[src/rtl/pipe_ctrl_pkg.sv]
// Shared control-bundle type, branch/forward encodings and file-match helper
// for the ID->WB pipeline control slice.
package pipe_ctrl_pkg;

  localparam int CTRL_W = 14;

  typedef struct packed {
    logic [2:0] alu_ctrl_op;
    logic       alu_rs2_sel;
    logic       exe_pc_sel;
    logic       mem_rd_sel;
    logic       din_sel;
    logic       dm_read;
    logic       dm_write;
    logic       reg_file_write;
    logic       reg_file_fp_write;
    logic       wb_data_sel;
    logic [1:0] branch_signal;
  } ctrl_bundle_t;

  localparam ctrl_bundle_t CTRL_BUBBLE = {CTRL_W{1'b0}};

  localparam logic [1:0] N_Branch   = 2'b00;
  localparam logic [1:0] JAL_Branch = 2'b01;
  localparam logic [1:0] B_Branch   = 2'b10;
  localparam logic [1:0] J_Branch   = 2'b11;

  localparam logic [1:0] FWD_RF  = 2'b00;
  localparam logic [1:0] FWD_MEM = 2'b01;
  localparam logic [1:0] FWD_WB  = 2'b10;

  // Picks the write enable that targets the file the source operand reads.
  function automatic logic file_write(input logic int_wr, input logic fp_wr,
                                      input logic src_fp);
    return src_fp ? fp_wr : int_wr;
  endfunction

endpackage

[src/rtl/pipe_fwd_unit.sv]
// EX operand forwarding comparator: picks MEM, WB or the register file for
// one source operand.
module pipe_fwd_unit
  import pipe_ctrl_pkg::*;
#(
  parameter int REG_ADDR_W = 5
) (
  input  logic                  use_src,
  input  logic [REG_ADDR_W-1:0] src,
  input  logic                  src_fp,
  input  logic                  mem_valid,
  input  logic                  mem_int_wr,
  input  logic                  mem_fp_wr,
  input  logic                  mem_load,
  input  logic [REG_ADDR_W-1:0] mem_rd,
  input  logic                  wb_valid,
  input  logic                  wb_int_wr,
  input  logic                  wb_fp_wr,
  input  logic [REG_ADDR_W-1:0] wb_rd,
  output logic [1:0]            fwd_sel
);

  logic src_real_s;
  logic mem_hit_s;
  logic wb_hit_s;

  // x0 is hardwired zero, but f0 is an ordinary FP register.
  assign src_real_s = src_fp | (|src);

  // A load still in MEM has no data yet; load-use stalls keep it out of here.
  assign mem_hit_s = use_src & src_real_s & mem_valid & ~mem_load &
                     file_write(mem_int_wr, mem_fp_wr, src_fp) & (mem_rd == src);
  assign wb_hit_s  = use_src & src_real_s & wb_valid &
                     file_write(wb_int_wr, wb_fp_wr, src_fp) & (wb_rd == src);

  // Younger producer (MEM) takes priority over WB.
  always_comb begin
    if (mem_hit_s) begin
      fwd_sel = FWD_MEM;
    end else if (wb_hit_s) begin
      fwd_sel = FWD_WB;
    end else begin
      fwd_sel = FWD_RF;
    end
  end

endmodule

[src/rtl/pipe_ctrl_unit.sv]
// Pipeline control: carries decoded control through EX/MEM/WB, inserts
// load-use and flush bubbles, freezes on memory wait, drives forwarding.
module pipe_ctrl_unit
  import pipe_ctrl_pkg::*;
#(
  parameter int REG_ADDR_W = 5,
  parameter int CTRL_W     = 14
) (
  input  logic                  clk,
  input  logic                  rst_n,
  input  logic                  id_valid,
  input  logic [CTRL_W-1:0]     id_ctrl,
  input  logic [REG_ADDR_W-1:0] id_rs1,
  input  logic [REG_ADDR_W-1:0] id_rs2,
  input  logic                  id_use_rs1,
  input  logic                  id_use_rs2,
  input  logic [REG_ADDR_W-1:0] id_rd,
  input  logic                  ex_branch_taken,
  input  logic                  mem_stall,
  output logic                  if_stall,
  output logic                  ifid_flush,
  output logic [CTRL_W-1:0]     ex_ctrl,
  output logic [CTRL_W-1:0]     mem_ctrl,
  output logic [CTRL_W-1:0]     wb_ctrl,
  output logic [REG_ADDR_W-1:0] ex_rd,
  output logic [REG_ADDR_W-1:0] mem_rd,
  output logic [REG_ADDR_W-1:0] wb_rd,
  output logic [1:0]            fwd_rs1_sel,
  output logic [1:0]            fwd_rs2_sel
);

  ctrl_bundle_t          id_bundle_s;
  ctrl_bundle_t          ex_ctrl_r, mem_ctrl_r, wb_ctrl_r;
  logic                  ex_valid_r, mem_valid_r, wb_valid_r;
  logic [REG_ADDR_W-1:0] ex_rd_r, mem_rd_r, wb_rd_r;
  logic [REG_ADDR_W-1:0] ex_rs1_r, ex_rs2_r;
  logic                  ex_use_rs1_r, ex_use_rs2_r;
  logic                  flush_pend_r;
  logic                  rs1_hit_s, rs2_hit_s;
  logic                  load_use_s, flush_s, id_take_s;

  assign id_bundle_s = id_ctrl;

  // Load-use: the instruction in EX is a load whose result ID needs now.
  assign rs1_hit_s  = id_use_rs1 & (|id_rs1) & ex_ctrl_r.reg_file_write &
                      (ex_rd_r == id_rs1);
  assign rs2_hit_s  = id_use_rs2 & (id_bundle_s.din_sel | (|id_rs2)) &
                      file_write(ex_ctrl_r.reg_file_write, ex_ctrl_r.reg_file_fp_write,
                                 id_bundle_s.din_sel) &
                      (ex_rd_r == id_rs2);
  assign load_use_s = id_valid & ex_valid_r & ex_ctrl_r.dm_read & (rs1_hit_s | rs2_hit_s);

  // A redirect seen during a memory wait is remembered until the pipe moves.
  assign flush_s    = rst_n & ~mem_stall & (ex_branch_taken | flush_pend_r);
  assign if_stall   = rst_n & (mem_stall | (load_use_s & ~flush_s));
  assign ifid_flush = flush_s;
  assign id_take_s  = id_valid & ~flush_s & ~load_use_s;

  // Redirect pending across a memory-wait freeze.
  always_ff @(posedge clk or negedge rst_n) begin
    if (!rst_n) begin
      flush_pend_r <= 1'b0;
    end else begin
      flush_pend_r <= mem_stall & (flush_pend_r | ex_branch_taken);
    end
  end

  // Stage registers: hold on memory wait, otherwise advance one stage.
  always_ff @(posedge clk or negedge rst_n) begin
    if (!rst_n) begin
      ex_valid_r   <= 1'b0;
      ex_ctrl_r    <= CTRL_BUBBLE;
      ex_rd_r      <= {REG_ADDR_W{1'b0}};
      ex_rs1_r     <= {REG_ADDR_W{1'b0}};
      ex_rs2_r     <= {REG_ADDR_W{1'b0}};
      ex_use_rs1_r <= 1'b0;
      ex_use_rs2_r <= 1'b0;
      mem_valid_r  <= 1'b0;
      mem_ctrl_r   <= CTRL_BUBBLE;
      mem_rd_r     <= {REG_ADDR_W{1'b0}};
      wb_valid_r   <= 1'b0;
      wb_ctrl_r    <= CTRL_BUBBLE;
      wb_rd_r      <= {REG_ADDR_W{1'b0}};
    end else if (!mem_stall) begin
      ex_valid_r   <= id_take_s;
      ex_ctrl_r    <= id_take_s ? id_bundle_s : CTRL_BUBBLE;
      ex_rd_r      <= id_take_s ? id_rd  : {REG_ADDR_W{1'b0}};
      ex_rs1_r     <= id_take_s ? id_rs1 : {REG_ADDR_W{1'b0}};
      ex_rs2_r     <= id_take_s ? id_rs2 : {REG_ADDR_W{1'b0}};
      ex_use_rs1_r <= id_take_s & id_use_rs1;
      ex_use_rs2_r <= id_take_s & id_use_rs2;
      mem_valid_r  <= ex_valid_r;
      mem_ctrl_r   <= ex_ctrl_r;
      mem_rd_r     <= ex_rd_r;
      wb_valid_r   <= mem_valid_r;
      wb_ctrl_r    <= mem_ctrl_r;
      wb_rd_r      <= mem_rd_r;
    end
  end

  assign ex_ctrl  = ex_ctrl_r;
  assign mem_ctrl = mem_ctrl_r;
  assign wb_ctrl  = wb_ctrl_r;
  assign ex_rd    = ex_rd_r;
  assign mem_rd   = mem_rd_r;
  assign wb_rd    = wb_rd_r;

  pipe_fwd_unit #(.REG_ADDR_W(REG_ADDR_W)) u_fwd_rs1 (
    .use_src    (ex_use_rs1_r),
    .src        (ex_rs1_r),
    .src_fp     (1'b0),
    .mem_valid  (mem_valid_r),
    .mem_int_wr (mem_ctrl_r.reg_file_write),
    .mem_fp_wr  (mem_ctrl_r.reg_file_fp_write),
    .mem_load   (mem_ctrl_r.dm_read),
    .mem_rd     (mem_rd_r),
    .wb_valid   (wb_valid_r),
    .wb_int_wr  (wb_ctrl_r.reg_file_write),
    .wb_fp_wr   (wb_ctrl_r.reg_file_fp_write),
    .wb_rd      (wb_rd_r),
    .fwd_sel    (fwd_rs1_sel)
  );

  pipe_fwd_unit #(.REG_ADDR_W(REG_ADDR_W)) u_fwd_rs2 (
    .use_src    (ex_use_rs2_r),
    .src        (ex_rs2_r),
    .src_fp     (ex_ctrl_r.din_sel),
    .mem_valid  (mem_valid_r),
    .mem_int_wr (mem_ctrl_r.reg_file_write),
    .mem_fp_wr  (mem_ctrl_r.reg_file_fp_write),
    .mem_load   (mem_ctrl_r.dm_read),
    .mem_rd     (mem_rd_r),
    .wb_valid   (wb_valid_r),
    .wb_int_wr  (wb_ctrl_r.reg_file_write),
    .wb_fp_wr   (wb_ctrl_r.reg_file_fp_write),
    .wb_rd      (wb_rd_r),
    .fwd_sel    (fwd_rs2_sel)
  );

endmodule

[config.mk]
export PLATFORM = sky130hd
export DESIGN_NAME = pipe_ctrl_unit
export DESIGN_NICKNAME = d
export VERILOG_FILES = /design/src/rtl/pipe_ctrl_pkg.sv /design/src/rtl/pipe_fwd_unit.sv /design/src/rtl/pipe_ctrl_unit.sv
export SDC_FILE = /design/constraint.sdc
export NUM_CORES = 1
export LEC_CHECK = 0
export CAP_MARGIN = 20
export CORE_MARGIN = 5
export CORE_UTILIZATION = 45
export DETAILED_ROUTE_END_ITERATION = 7
export PLACE_DENSITY = 0.86
export REMOVE_ABC_BUFFERS = 1
export SETUP_SLACK_MARGIN = 0.15
export SLEW_MARGIN = 10
export SYNTH_ARGS = -nofsm -noshare
export SYNTH_HDL_FRONTEND = slang
export SYNTH_SLANG_ARGS = --single-unit
[constraint.sdc]
create_clock -name clk -period 2.3 [get_ports clk]
set_clock_uncertainty 0.1 [all_clocks]
set_input_delay 0.46 -clock clk [delete_from_list [all_inputs] [get_ports clk]]
set_output_delay 0.46 -clock clk [all_outputs]
set_load 0.05 [all_outputs]
==> results.py, run 1 <==
metrics = {
    "status": {
        "status": "finished, violations left",
        "violations": "negative setup slack",
    },
    "pwr": {
        "ir_worst_vdd_uv": 461,
        "power.leakage_nw": 2.70,
        "power_mw": 3.60,
        "p_per_area_nw_per_um2": 696,
    },
    "worst_setup_path": {
        "crit_path_end_kind": "primary output",
        "reg2reg_to": "ex_rd[0]$_DFFE_PN0N_",
        "reg2reg_slack_ps": 20,
        "path_max_fanout": 2,
        "startpoint_type": "register",
        "crit_arrival_ps": 1910,
        "cp-endpoint": "fwd_rs1_sel[1]",
        "r2r-start": "ex_rd[0]$_DFFE_PN0N_",
        "critPathLaunch": "ex_rs1_r[0]$_DFFE_PN0N_",
        "cp_data_required_time_ps": 1740,
        "critPathKind": "reg -> out",
        "reg2reg_depth": 12,
    },
    "timing": {
        "grt_setup_unrepaired": "true",
        "fin_crit_sh": 1.07,
        "period_needed_ps": 2470,
        "setup_viol": 35,
        "max_freq_ghz": 0.405,
        "finalWorstSetupSlack_ps": -170,
        "relSlewSlack": 0.500,
        "slew_violations": 0,
        "hold_violations": 0,
        "hold-worst-slack_ps": 212,
        "worst_pin_slew_ps": 748,
    },
    "floorplan": {
        "io_pins": 99,
        "row_count": 31,
        "coreArea_um2": 7140,
        "die_w_um": 94.9,
        "start_util": 0.455,
        "die_h_um": 94.9,
        "fp.dieArea_um2": 9010,
    },
    "drt": {
        "drtPass1Iterations": 4,
        "drtAntennaViolNets": 0,
        "drc": 0,
        "drtIter0Drc": 118,
        "wl_per_cell_um": 19.9,
        "vias": 2497,
        "post_drt_via_cell_ratio": 5.34,
        "drt-total-wl_um": 9330,
    },
    "yosys": {
        "yosysSeqAreaShare": 0.563,
        "yosysTopAreaCellShare": 0.563,
        "ys_warn_count": 0,
        "synthTopCellsByArea": "dfrtp_1 (56%), mux2_2 (14%), a22o_2 (8.0%)",
        "synth_area_leader_cell": "dfrtp_1",
        "ys_seq_elements": 73,
        "ys_async_sr_fraction": 1.00,
        "yosys-top-cells-count": "dfrtp_1 (73), mux2_2 (41), a22o_2 (26)",
        "syn_area_um2": 3250,
        "synth_edf_count": 0,
        "syn_avg_cell_area_um2": 13.7,
        "ys.flop_type": "dfrtp_1",
        "syn_inst": 237,
        "yosysMostFrequentCell": "dfrtp_1",
        "synth_cell_types": 29,
    },
    "clock_network": {
        "clkLatencyLatePin_ps": 350,
        "cts_made_buffers": 9,
        "tritoncts": "built",
        "htree_levels": 3,
        "clock_tree.root_cell": "clkbuf_8",
        "cts_buffer_depth": 2,
        "cts_sinks": 73,
        "clk_pin_slew_ps": 80,
    },
    "place": {
        "gp_congestion": 0.903,
        "port_buffers": 98,
        "place_hpwl_um": 5740,
        "dpl_cell_area_um2": 4420,
    },
    "final_layout": {
        "synthToLayoutAreaGrowth_pct": 59.4,
        "fin_area_um2": 5170,
        "diodes": 0,
        "drive_gt1_frac": 0.415,
        "nets": 400,
    },
    "global_routing": {
        "grt_antenna_before_repair": 1,
        "grt_max_degree": 58,
        "track_usage": 0.212,
        "grt_pass1_vias": 2757,
        "grt_pass1_wl_um": 14400,
        "gr-total-overflow": 0,
    },
    "worst_hold_path": {
        "hold_path_class": "in -> async",
    },
    "flow_run": {
        "drv_cap": 0,
    },
}
[flip-flops by register name, summed over array words and instances (netlist names)]
name          count
mem_ctrl         14
ex_valid_r        1
ex_rs1_r          5
ex_use_rs1_r      1
wb_rd             5
ex_ctrl          14
ex_rs2_r          5
ex_rd             5
ex_use_rs2_r      1
wb_ctrl          14
mem_rd            5
flush_pend_r      1
wb_valid_r        1
mem_valid_r       1
[worst max-delay path, stage by stage (launching register included)]
cell	delay, ps
dfrtp_1	380
or4_4	550
o21ai_4	160
nor3_2	80
nor3_2	140
buf_4	140
buf_12	120
[worst min path at each step]
stage / from / to / slack (ps)
floorplan: rst_n / ex_ctrl[0]$_DFFE_PN0N_ / 60
global placement: rst_n / mem_valid_r$_DFFE_PN0N_ / 240
detailed placement: rst_n / mem_valid_r$_DFFE_PN0N_ / 250
CTS: rst_n / mem_ctrl[4]$_DFFE_PN0N_ / 230
global route: rst_n / mem_ctrl[4]$_DFFE_PN0N_ / 260
finish: rst_n / mem_ctrl[4]$_DFFE_PN0N_ / 210
[layer usage]
| layer | wire, um | vias to the layer above | track usage |
|---|---|---|---|
| met5 | 7 | - | 0 |
| met4 | 168 | 2 | 0.0817 |
| met3 | 550 | 20 | 0.0717 |
| met2 | 4720 | 79 | 0.338 |
| met1 | 3880 | 1273 | 0.268 |
| li1 | - | 1123 | - |
[cell type report]
| type | instances | area, um2 |
|---|---|---|
| Fill cell | 491 | 1960 |
| Clock inverter | 6 | 57.6 |
| Multi-Input combinational cell | 145 | 1600 |
| Timing Repair Buffer | 135 | 1420 |
| Sequential cell | 73 | 1830 |
| Clock buffer | 10 | 138 |
| Tap cell | 99 | 124 |
[placed cells by master (no fill, tap or decap), types with 2 or more instances in the layout]
cell type	count
mux2_2	41
clkinv_2	4
clkbuf_8	10
nand4_1	3
nand2_1	4
dfrtp_1	70
dfrtp_2	3
buf_8	2
nor3_2	5
buf_4	22
buf_12	4
xor2_1	9
and4_1	2
dlygate4sd2_1	24
nor2_1	2
dlymetal6s2s_1	18
nand3_1	4
a22o_4	26
buf_6	15
buf_16	3
nor4_1	2
clkdlybuf4s50_1	43
a22o_1	5
mux2i_1	2
buf_2	2
nor2b_1	2
or4_4	3
xnor2_1	18
[kinds of logic after synthesis]
kind of cell	synth area share
flops	0.563
simple gates	0.0636
xor+xnor	0.0782
buf+inv	0.0382
compound gates	0.109
mux	0.148
[power by group]
group / leakage [nW] / switching (mW) / internal [mW]
Combinational: 1.63 / 0.626 / 0.455
Sequential: 0.965 / 0.124 / 1.40
Clock: 0.102 / 0.470 / 0.523
[repair_timing]
action,in CTS,in global routing
cloned,3,0
pin swaps,14,8
hold buffers,1,0
resized for setup,94,36
setup buffers,9,0
setup endpoints to repair,58,53
hold endpoints to repair,16,0
[through the flow]
step	utilization	setup slack, ps	setup TNS [ps]	cells
2_1_floorplan	-	-929	-6420	218
3_3_place_gp	0.619	-536	-12730	439
3_5_place_dp	0.619	-552	-13690	439
4_1_cts	0.707	-252	-1700	468
5_1_grt	0.725	-298	-4310	468
6_report	0.725	-170	-2150	468
Power figures use the tool's default switching activity.
==> run 2, diff against run 1 <==
==> constraint.sdc (replaced) <==
create_clock -name clk -period 2.3 [get_ports clk]
set_clock_uncertainty 0.1 [all_clocks]
set_input_delay 0.46 -clock clk [delete_from_list [all_inputs] [get_ports clk]]
set_output_delay 0.46 -clock clk [all_outputs]
set_load 0.1 [all_outputs]
==> run 2 against run 1 <==
First-iteration DRC count is 17% lower. Utilization is 5.7 points lower. Via count is 2.4% lower. Sequential share of layout area is 3.0 points higher. Worst hold slack worse by 190 ps. The flow still finishes with violations (negative setup slack). Final area is 7.9% lower.
==> results.py, run 2 (same netlist as run 1, synthesis figures left out) <==
metrics = {
    "status": {
        "status": "finished, violations left",
        "violations": "negative setup slack",
    },
    "drt": {
        "drtAntennaViolNets": 0,
        "wl_per_cell_um": 18.2,
        "post_drt_via_cell_ratio": 5.23,
        "drtPass1Iterations": 5,
        "drc": 0,
        "drtIter0Drc": 98,
        "drt-total-wl_um": 8470,
        "vias": 2438,
    },
    "pwr": {
        "power.leakage_nw": 2.31,
        "p_per_area_nw_per_um2": 849,
        "ir_worst_vdd_uv": 596,
        "power_mw": 4.05,
    },
    "clock_network": {
        "htree_levels": 3,
        "cts_made_buffers": 9,
        "clk_pin_slew_ps": 80,
        "tritoncts": "built",
        "clkLatencyLatePin_ps": 330,
        "cts_sinks": 73,
        "cts_buffer_depth": 2,
        "clock_tree.root_cell": "clkbuf_8",
    },
    "final_layout": {
        "nets": 398,
        "diodes": 0,
        "stdcell_count": 466,
        "final_common_cell": "buf_4",
        "drive_gt1_frac": 0.559,
        "synthToLayoutAreaGrowth_pct": 46.8,
        "mostFrequentLayoutCells": "buf_4 (86), dfrtp_1 (72), mux2_2 (41)",
    },
    "flow_run": {
        "drv_cap": 0,
    },
    "global_routing": {
        "track_usage": 0.194,
        "grt_pass1_wl_um": 13300,
        "grt_max_degree": 47,
        "grt_pass1_vias": 2616,
        "grt_antenna_before_repair": 0,
        "gr-total-overflow": 0,
    },
    "place": {
        "gp_congestion": 0.933,
        "place_hpwl_um": 5960,
        "port_buffers": 98,
        "dp_slack_ps": -684,
        "dp.cells": 445,
    },
    "floorplan": {
        "die_w_um": 94.9,
        "start_util": 0.455,
        "fp.dieArea_um2": 9010,
        "row_count": 31,
        "die_h_um": 94.9,
        "io_pins": 99,
        "coreArea_um2": 7140,
    },
    "timing": {
        "finalWorstSetupSlack_ps": -362,
        "slew_violations": 0,
        "period_needed_ps": 2660,
        "grt_setup_unrepaired": "true",
        "worst_pin_slew_ps": 699,
        "setup_viol": 5,
        "max_freq_ghz": 0.376,
        "hold_violations": 0,
        "fin_crit_sh": 1.16,
        "relSlewSlack": 0.532,
    },
    "worst_setup_path": {
        "cp_data_required_time_ps": 1740,
        "critPathKind": "reg -> out",
        "reg2reg_depth": 7,
        "path_max_fanout": 3,
        "crit_path_end_kind": "primary output",
        "reg2reg_to": "ex_ctrl[11]$_DFFE_PN0N_",
        "reg2reg_slack_ps": 380,
        "r2r-start": "ex_rd[1]$_DFFE_PN0N_",
        "startpoint_type": "register",
        "crit_arrival_ps": 2100,
    },
    "worst_hold_path": {
        "hold_path_class": "in -> async",
    },
}
==> run 2: changes by cell type in the layout (fill, tap and decap cells not counted), moves of 16 or more <==
cell	change
dlymetal6s2s_1	-18
a22o_2	+26
buf_4	+64
clkdlybuf4s50_1	-16
a22o_4	-26
dlygate4sd2_1	-22
==> run 2: how the worst max path moves through the flow <==
stage                                 start             end  slack, ps  depth (start not counted)
finish              ex_rs1_r[0]$_DFFE_PN0N_  fwd_rs1_sel[1]       -360                          7
global route        ex_rs1_r[0]$_DFFE_PN0N_  fwd_rs1_sel[1]       -430                          7
CTS                 ex_rs1_r[0]$_DFFE_PN0N_  fwd_rs1_sel[1]       -280                          6
detailed placement                id_rs2[0]        if_stall       -680                          7
global placement                  id_rs2[0]        if_stall       -700                          7
floorplan             mem_rd[1]$_DFFE_PN0N_  fwd_rs1_sel[1]      -3100                          4
==> run 2: critical path, stage by stage, from the launching register on <==
cell,delay [ps]
dfrtp_1,400
buf_6,130
xor2_1,170
nor4_2,390
nand4_1,190
nor3_2,160
buf_4,150
buf_12,160
==> run 2: what timing repair did <==
item                                   in CTS  in global routing
gates resized for setup                    30                 17
setup buffers                               3                  1
setup endpoints to repair                  37                 11
pin swaps                                   7                 10
hold buffers                                1                  0
endpoints found under the hold margin      15                  0
==> run 2: layout make-up <==
| type | instances | area, um2 |
|---|---|---|
| tap | 99 | 124 |
| timing repair buffer | 133 | 1180 |
| fill | 539 | 2370 |
| clock inverter | 5 | 77.6 |
| multi-input combinational | 145 | 1410 |
| clock buffer | 11 | 151 |
| sequential | 73 | 1830 |
==> run 2: where the power goes <==
part	switching, mW	internal, mW
logic	0.987	0.412
registers	0.121	1.40
clock network	0.458	0.666
total	1.57	2.48
==> run 2: metrics by stage <==
step | util | hold WS, ps | TNS [ps] | area [um2]
2_1_floorplan | - | 64.4 | -14620 | 3120
3_3_place_gp | 0.613 | 245 | -14580 | 4380
3_5_place_dp | 0.613 | 246 | -14890 | 4380
4_1_cts | 0.656 | 15.8 | -1090 | 4680
5_1_grt | 0.668 | 30.7 | -1300 | 4770
6_report | 0.668 | 23.0 | -1090 | 4770
==> run 2: metal layers <==
layer / routed length (um) / part of all wire / vias to the layer above / global-route usage
li1: - / - / 1111 / -
met1: 3470 / 0.41 / 1207 / 0.243
met2: 4310 / 0.51 / 107 / 0.325
met3: 550 / 0.065 / 13 / 0.0398
met4: 150 / 0.018 / 0 / 0.0817
met5: 0 / 0 / - / 0
